$ cat src/rtl/vga_scan_timing.sv
// 640x480@60 raster timing: 25 MHz pixel enable, stage-0 counters and stage-1 registered colour/sync/blank.
// Define FRAME_TICK_EN to build the once-per-frame game-logic tick; otherwise frame_tick is tied low.
module vga_scan_timing #(
    parameter int H_VISIBLE = 640,
    parameter int H_FP      = 16,
    parameter int H_SYNC    = 96,
    parameter int H_BP      = 48,
    parameter int V_VISIBLE = 480,
    parameter int V_FP      = 10,
    parameter int V_SYNC    = 2,
    parameter int V_BP      = 33
) (
    input  logic        Clk,
    input  logic        Reset,
    input  logic [7:0]  Red,
    input  logic [7:0]  Green,
    input  logic [7:0]  Blue,
    output logic [10:0] DrawX,
    output logic [10:0] DrawY,
    output logic        VGA_CLK,
    output logic [7:0]  VGA_R,
    output logic [7:0]  VGA_G,
    output logic [7:0]  VGA_B,
    output logic        VGA_HS,
    output logic        VGA_VS,
    output logic        VGA_BLANK_N,
    output logic        VGA_SYNC_N,
    output logic        frame_tick
);

    localparam int H_TOTAL = H_VISIBLE + H_FP + H_SYNC + H_BP;
    localparam int V_TOTAL = V_VISIBLE + V_FP + V_SYNC + V_BP;

    localparam logic [10:0] H_LAST     = 11'(H_TOTAL - 1);
    localparam logic [10:0] V_LAST     = 11'(V_TOTAL - 1);
    localparam logic [10:0] H_VIS      = 11'(H_VISIBLE);
    localparam logic [10:0] V_VIS      = 11'(V_VISIBLE);
    localparam logic [10:0] HS_START   = 11'(H_VISIBLE + H_FP);
    localparam logic [10:0] HS_END     = 11'(H_VISIBLE + H_FP + H_SYNC - 1);
    localparam logic [10:0] VS_START   = 11'(V_VISIBLE + V_FP);
    localparam logic [10:0] VS_END     = 11'(V_VISIBLE + V_FP + V_SYNC - 1);

    logic        pix_en;
    logic [10:0] h_cnt;
    logic [10:0] v_cnt;
    logic [10:0] h_next;
    logic [10:0] v_next;
    logic        line_end;
    logic        visible;
    logic        hs_next;
    logic        vs_next;
    logic [7:0]  r_next;
    logic [7:0]  g_next;
    logic [7:0]  b_next;

    // NOTE: sequential state uses non-blocking assignments so every register samples pre-edge values.
    always_ff @(posedge Clk or posedge Reset) begin
        if (Reset) begin
            pix_en <= 1'b0;
        end else begin
            pix_en <= ~pix_en;
        end
    end

    // NOTE: every combinational output gets a default first so no path leaves it unassigned (no latch).
    always_comb begin
        line_end = 1'b0;
        h_next   = h_cnt + 11'd1;
        v_next   = v_cnt;
        if (h_cnt == H_LAST) begin
            line_end = 1'b1;
            h_next   = '0;
            v_next   = (v_cnt == V_LAST) ? 11'd0 : v_cnt + 11'd1;
        end
    end

    always_ff @(posedge Clk or posedge Reset) begin
        if (Reset) begin
            h_cnt <= '0;
            v_cnt <= '0;
        end else if (pix_en) begin
            h_cnt <= h_next;
            v_cnt <= v_next;
        end
    end

    // Stage-1 inputs are decoded from the current stage-0 position, so outputs trail DrawX/DrawY by one pixel.
    always_comb begin
        visible = (h_cnt < H_VIS) && (v_cnt < V_VIS);
        hs_next = !((h_cnt >= HS_START) && (h_cnt <= HS_END));
        vs_next = !((v_cnt >= VS_START) && (v_cnt <= VS_END));
        r_next  = '0;
        g_next  = '0;
        b_next  = '0;
        if (visible) begin
            r_next = Red;
            g_next = Green;
            b_next = Blue;
        end
    end

    always_ff @(posedge Clk or posedge Reset) begin
        if (Reset) begin
            VGA_R       <= '0;
            VGA_G       <= '0;
            VGA_B       <= '0;
            VGA_HS      <= 1'b1;
            VGA_VS      <= 1'b1;
            VGA_BLANK_N <= 1'b0;
        end else if (pix_en) begin
            VGA_R       <= r_next;
            VGA_G       <= g_next;
            VGA_B       <= b_next;
            VGA_HS      <= hs_next;
            VGA_VS      <= vs_next;
            VGA_BLANK_N <= visible;
        end
    end

`ifdef FRAME_TICK_EN
    localparam logic [10:0] V_VIS_LAST = 11'(V_VISIBLE - 1);

    // Fires on the edge that moves stage 0 from the last visible line into vertical blank.
    always_ff @(posedge Clk or posedge Reset) begin
        if (Reset) begin
            frame_tick <= 1'b0;
        end else begin
            frame_tick <= pix_en && line_end && (v_cnt == V_VIS_LAST);
        end
    end
`else
    assign frame_tick = 1'b0;
`endif

    assign DrawX      = h_cnt;
    assign DrawY      = v_cnt;
    assign VGA_CLK    = pix_en;
    assign VGA_SYNC_N = 1'b0;

endmodule

$ cat config.mk
export PLATFORM = sky130hd
export DESIGN_NAME = vga_scan_timing
export DESIGN_NICKNAME = d
export VERILOG_FILES = /design/src/rtl/vga_scan_timing.sv
export SDC_FILE = /design/constraint.sdc
export NUM_CORES = 1
export LEC_CHECK = 0
export CAP_MARGIN = 20
export CORE_MARGIN = 8
export CORE_UTILIZATION = 44
export DETAILED_ROUTE_END_ITERATION = 7
export PLACE_DENSITY_LB_ADDON = 0.2
export SLEW_MARGIN = 20
export SYNTH_ARGS = -nofsm -noshare
export SYNTH_HDL_FRONTEND = slang
export SYNTH_SLANG_ARGS = --single-unit
$ cat constraint.sdc
create_clock -name Clk -period 2.3 [get_ports Clk]
set_input_delay 0.23 -clock Clk [delete_from_list [all_inputs] [get_ports Clk]]
set_output_delay 0.23 -clock Clk [all_outputs]
set_load 0.01 [all_outputs]
==> impl_metrics.py, run 1 <==
metrics = {
    "global_routing": {
        "grt_max_degree": 27,
        "first_global_vias": 1643,
        "antenna_found_initial": 0,
        "track_usage_pct": 15.0,
        "grt_pass1_wl_mm": 8.98,
        "gr-total-overflow": 0,
    },
    "worst_setup_path": {
        "worstRegToRegCells": 3,
        "path_cells": "o21ai_0, and4_1, a22o_1",
        "cp-start-kind": "register",
        "worstReg2RegStart": "DrawX[7]",
        "cp.required_ps": 2530,
        "cp_slowest_cell": "and4_1",
        "max_stage_delay_ps": 830,
        "setup.worst_path.start": "DrawX[7]",
        "crit_path_end_kind": "register",
        "crit_path_end": "VGA_B[0]",
        "r2r_slack_ps": 480,
        "cp_max_fo": 25,
        "rr_endpoint": "VGA_B[0]",
        "critical_path_class": "register to register",
        "worstPathArrival_ps": 2050,
    },
    "routing": {
        "wl_mm": 5.53,
        "viasPerCell": 5.21,
        "first_pass_iters": 4,
        "post_drt_wl_per_cell_um": 16.8,
        "antenna_left": 0,
        "vias": 1715,
        "drt_iter0_drc": 96,
        "drc": 0,
    },
    "finish": {
        "fillCellCount": 389,
        "nets": 290,
        "fin_cells": 329,
        "layout_common_cells": "clkdlybuf4s50_1 (75), dfrtp_1 (48), a22o_1 (24), nand3_1 (13), nor2_1 (11)",
        "area.growth.synth_to_final_pct": 41.4,
        "final_common_cell": "clkdlybuf4s50_1",
        "drive_gt1_share_pct": 7.63,
        "diodes": 0,
    },
    "die": {
        "ioPinCount": 78,
        "start_util_pct": 46.1,
        "coreArea_um2": 4750,
        "die_area_um2": 7490,
        "die_w_um": 86.5,
        "rows": 25,
        "dieHeight_um": 86.5,
    },
    "clock_network": {
        "hold_buffers": 0,
        "clk_pin_slew_ps": 90,
        "clk_path_buf_depth": 2,
        "cts_resized": 0,
        "worstSkewPairLatency_ps": 300,
        "cts_setup_buffers": 0,
        "clock-sinks": 50,
        "cts_buffers": 5,
        "root_buffer": "clkbuf_8",
        "htreeDepth": 2,
        "cts_tree": "built",
    },
    "run_status": {
        "status": "finished, final reports clean",
    },
    "timing": {
        "maxSlewViolCount": 0,
        "finalSetupTns_ps": 0,
        "finalCritPeriodShare_pct": 79.2,
        "fin_crit_ps": 1820,
        "setup_ws_ps": 478,
        "max-slew-margin-rel_pct": 38.3,
        "tightest_slew_ps": 926,
        "hold_viol_final": 0,
        "finalSetupViolCount": 0,
        "finClkSkew_ps": 8.83,
        "timing.hold.ws_ps": 305,
        "rsz0062_at_grt": "no",
        "fmax_mhz": 549,
    },
    "pwr": {
        "power_mw": 1.57,
        "p_leak_nw": 1.35,
        "power.density_nw_per_um2": 507,
        "vdd_drop_max_mv": 0.273,
    },
    "synthesis": {
        "yosysWarningCount": 0,
        "synth-seq-area-share_pct": 57.3,
        "ys_types": 39,
        "ys_seq_elements": 50,
        "syn_avg_cell_area_um2": 11.8,
        "syn_inst": 186,
        "mappedNetlistArea_um2": 2190,
    },
    "place": {
        "place.gp.congestion": 0.828,
        "place_worst_setup_slack_ps": 498,
        "dp_hpwl_mm": 4.05,
        "io_buffers": 75,
        "placed_cells_incl_taps": 321,
    },
    "hold_path": {
        "min_path_type": "input pin to asynchronous set/reset pin",
    },
    "flow_run": {
        "cap_violations": 0,
    },
}
-- logic make-up (layout without fill, tap and decap cells) --
group	Yosys count	after routing	synth area share, %
and+or+nand+nor	58	58	16.1
other	1	2	0.171
xor gates and xnor gates	14	14	5.60
muxes	1	1	0.457
AOI/OAI and AO/OA	42	42	14.7
DFF	50	50	57.3
adders and majority gates	3	3	1.71
buffers and inverters	17	92	4.00
-- area by class of cell --
type	instances	area, um2	share of cell area [%]
Sequential cell	50	1250	40.5
Multi-Input combinational cell	120	852	27.5
Timing Repair Buffer	79	793	25.6
Tap cell	67	83.8	2.71
Clock buffer	6	82.6	2.67
Inverter	5	18.8	0.606
Clock inverter	2	12.5	0.404
-- metrics by stage --
| stage | utilization [%] | instance area [um2] |
|---|---|---|
| floorplan | - | 2190 |
| global placement | 63.1 | 3000 |
| detailed placement | 63.1 | 3000 |
| CTS | 65.1 | 3100 |
| global route | 65.1 | 3100 |
| finish | 65.1 | 3100 |
-- worst min-delay path by stage --
stage,depth (start not counted),to,slack [ps],startpoint
2_1_floorplan,1,VGA_G[3],360,Green[3]
3_3_place_gp,1,VGA_BLANK_N,460,VGA_BLANK_N
3_5_place_dp,2,VGA_VS,480,VGA_VS
4_1_cts,2,VGA_R[7],310,Reset
5_1_grt,2,VGA_R[1],350,Reset
6_report,2,VGA_BLANK_N,310,Reset
-- critical path, delay by kind of cell, from the launching register on --
kind,cells,cell delay (ps)
flip-flops,1,480
AO/OA/AOI/OAI,2,430
AND/OR/NAND/NOR,1,830
-- cells in the mapped netlist (all sizes together) --
library cell	count	area share, %
a31oi	4	1.1
o21ai	7	1.6
nor3	4	0.91
nand4	8	3.0
and4	4	1.6
a22o	24	9.6
and3	3	0.91
nand2b	1	0.29
dfstp	2	2.4
a41o	1	0.46
a21oi	2	0.46
xor2	5	2.0
buf	8	2.5
a21o	1	0.34
conb	1	0.17
xnor2	9	3.6
nand3	13	3.0
mux2i	1	0.46
dfrtp	48	55
nor4bb	1	0.46
and2	3	0.91
o31ai	1	0.34
a22oi	1	0.34
clkbuf	4	0.69
nor4	2	1.3
ha	3	1.7
nand2	6	1.0
nor2	11	1.9
or4b	2	0.91
inv	5	0.86
a41oi	1	0.40
-- state kept, by name, indices dropped and copies added, names as in the netlist --
register	flops
DrawY	11
VGA_VS	1
VGA_BLANK_N	1
VGA_HS	1
VGA_R	8
VGA_CLK	1
VGA_B	8
VGA_G	8
DrawX	11
-- routing by layer --
metal | vias to the layer above | track usage (%) | part of all wire [%]
li1 | 828 | - | -
met1 | 829 | 20.9 | 49
met3 | 4 | 4.54 | 5.5
met5 | - | 0 | 0
met4 | 0 | 3.91 | 0.83
met2 | 54 | 21.9 | 45
-- power breakdown --
group / total, mW / leakage [nW] / internal [mW] / switching [mW]
registers: 0.911 / 0.616 / 0.900 / 0.0114
logic: 0.141 / 0.688 / 0.0900 / 0.0505
clock network: 0.519 / 0.0472 / 0.242 / 0.277
total: 1.57 / 1.35 / 1.23 / 0.339
Power figures use the tool's default switching activity.
==> run 2, diff against run 1 <==
==> constraint.sdc (replaced) <==
create_clock -name Clk -period 1.8 [get_ports Clk]
set_input_delay 0.18 -clock Clk [delete_from_list [all_inputs] [get_ports Clk]]
set_output_delay 0.18 -clock Clk [all_outputs]
set_load 0.01 [all_outputs]
==> impl_metrics.py, run 2 (synthesis results as in run 1) <==
metrics = {
    "worst_setup_path": {
        "max_stage_delay_ps": 440,
        "worstRegToRegCells": 7,
        "rr_endpoint": "DrawY[4]",
        "crit_buf_inv": 2,
        "cp.required_ps": 2050,
        "path_cells": "inv_1, ha_1, nor4bb_2, nand4_1, buf_4, or4b_1, nand2_1",
        "crit_path_end_kind": "register",
        "critical_path_class": "register to register",
        "worstPathArrival_ps": 1960,
        "cp_top_family": "simple AND/OR/NAND/NOR gates",
        "cp-start-kind": "register",
        "cp_max_fo": 6,
        "setup.worst_path.start": "DrawY[1]",
        "worstReg2RegStart": "DrawY[1]",
        "r2r_slack_ps": 80,
        "cp_slowest_cell": "dfrtp_1",
    },
    "global_routing": {
        "grt_max_degree": 51,
        "track_usage_pct": 15.7,
        "gr-total-overflow": 0,
        "grt_pass1_wl_mm": 9.40,
        "first_global_vias": 1760,
        "antenna_found_initial": 0,
    },
    "routing": {
        "drt_iter0_drc": 94,
        "drc": 0,
        "vias": 1752,
        "wl_met3_um": 265,
        "first_pass_iters": 4,
        "top_layer": "met4",
        "viasPerCell": 5.12,
        "wl_met1_mm": 2.76,
        "post_drt_wl_per_cell_um": 16.8,
        "wl_met2_mm": 2.68,
        "wl_mm": 5.75,
        "antenna_left": 0,
    },
    "clock_network": {
        "hold_buffers": 0,
        "clock-sinks": 50,
        "cts_buffers": 5,
        "clk_pin_slew_ps": 90,
        "clk_path_buf_depth": 2,
        "root_buffer": "clkbuf_8",
        "cts_tree": "built",
        "htreeDepth": 2,
        "worstSkewPairLatency_ps": 300,
    },
    "pwr": {
        "switchingPower_mw": 0.453,
        "power.density_nw_per_um2": 663,
        "switching_share_pct": 21.2,
        "vdd_drop_max_mv": 0.428,
        "p_seq_share_pct": 54.6,
        "p_leak_nw": 1.42,
        "power_frac_comb_pct": 8.4,
        "p_int_mw": 1.68,
        "clkPwrFrac_pct": 37.0,
    },
    "timing": {
        "fin_crit_ps": 1720,
        "finalCritPeriodShare_pct": 95.4,
        "finClkSkew_ps": 2.49,
        "timing.hold.ws_ps": 238,
        "hold_viol_final": 0,
        "fmax_mhz": 582,
        "finalSetupViolCount": 0,
        "maxSlewViolCount": 0,
    },
    "place": {
        "place.gp.congestion": 0.776,
        "dp_hpwl_mm": 4.28,
        "io_buffers": 75,
        "place_area_um2": 3090,
    },
    "flow_run": {
        "cap_violations": 0,
    },
    "die": {
        "start_util_pct": 46.1,
        "die_area_um2": 7490,
        "ioPinCount": 78,
        "rows": 25,
        "coreArea_um2": 4750,
        "dieHeight_um": 86.5,
        "die_w_um": 86.5,
    },
    "finish": {
        "final_common_cell": "clkdlybuf4s50_1",
        "area.growth.synth_to_final_pct": 47.0,
        "postLayoutCellArea_um2": 3220,
        "diodes": 0,
        "layout_common_cells": "clkdlybuf4s50_1 (75), dfrtp_1 (47), a22o_1 (24), buf_4 (16), nand3_1 (13)",
        "drive_gt1_share_pct": 12.7,
        "nets": 303,
    },
    "hold_path": {
        "min_path_type": "input pin to asynchronous set/reset pin",
    },
    "run_status": {
        "status": "finished, final reports clean",
    },
}
run 2: per-stage QoR:
| stage | total power [mW] | setup slack [ps] | TNS (ps) | util (%) | cells |
|---|---|---|---|---|---|
| final | 2.13 | 83.1 | 0 | 67.7 | 342 |
| after global routing | 2.21 | -1.01 | -1.01 | 67.7 | 342 |
| after CTS | 2.15 | 30.7 | 0 | 67.3 | 341 |
| after detailed placement | 1.37 | 42.2 | 0 | 65.0 | 333 |
| after global placement | 1.37 | 93.4 | 0 | 65.0 | 333 |
| after floorplan | 1.24 | 148 | 0 | - | 187 |
run 2: worst max path at each step:
| stage | endpoint | cells past startpoint | slack (ps) |
|---|---|---|---|
| 2_1_floorplan | DrawY[0] | 7 | 150 |
| 3_3_place_gp | VGA_B[0] | 3 | 90 |
| 3_5_place_dp | DrawY[3] | 6 | 40 |
| 4_1_cts | DrawY[4] | 6 | 30 |
| 5_1_grt | DrawY[4] | 7 | -1 |
| 6_report | DrawY[4] | 7 | 80 |
run 2: timing repair:
action / in CTS / in global routing
endpoints found under the setup margin: 0 / 30
buffers inserted: 0 / 1
resized for setup: 0 / 3
run 2: cell type report:
type | instances | area (um2)
inverters | 5 | 18.8
flip-flops and latches | 50 | 1250
multi-input cells | 120 | 860
clock buffers | 6 | 72.6
well taps | 67 | 83.8
fillers | 395 | 1540
clock inverters | 2 | 37.5
repair buffers | 92 | 891
run 2: worst min-delay path, stage by stage:
cell             delay, ps
clkdlybuf4s50_1        410
inv_2                   70
buf_12                 260
run 2: layer usage:
metal | vias up | global-route usage, %
met3 | 6 | 4.16
met5 | - | 0
li1 | 852 | -
met1 | 846 | 21.1
met2 | 48 | 24.7
met4 | 0 | 3.76
run 2: power groups by stage:
| stage | sequential [mW] | combinational [mW] | clock (mW) |
|---|---|---|---|
| detailed placement | 1.19 | 0.182 | 0 |
| finish | 1.17 | 0.178 | 0.789 |
| global route | 1.17 | 0.192 | 0.846 |
| floorplan | 1.20 | 0.0441 | 0 |
| CTS | 1.17 | 0.182 | 0.806 |
| global placement | 1.19 | 0.180 | 0 |
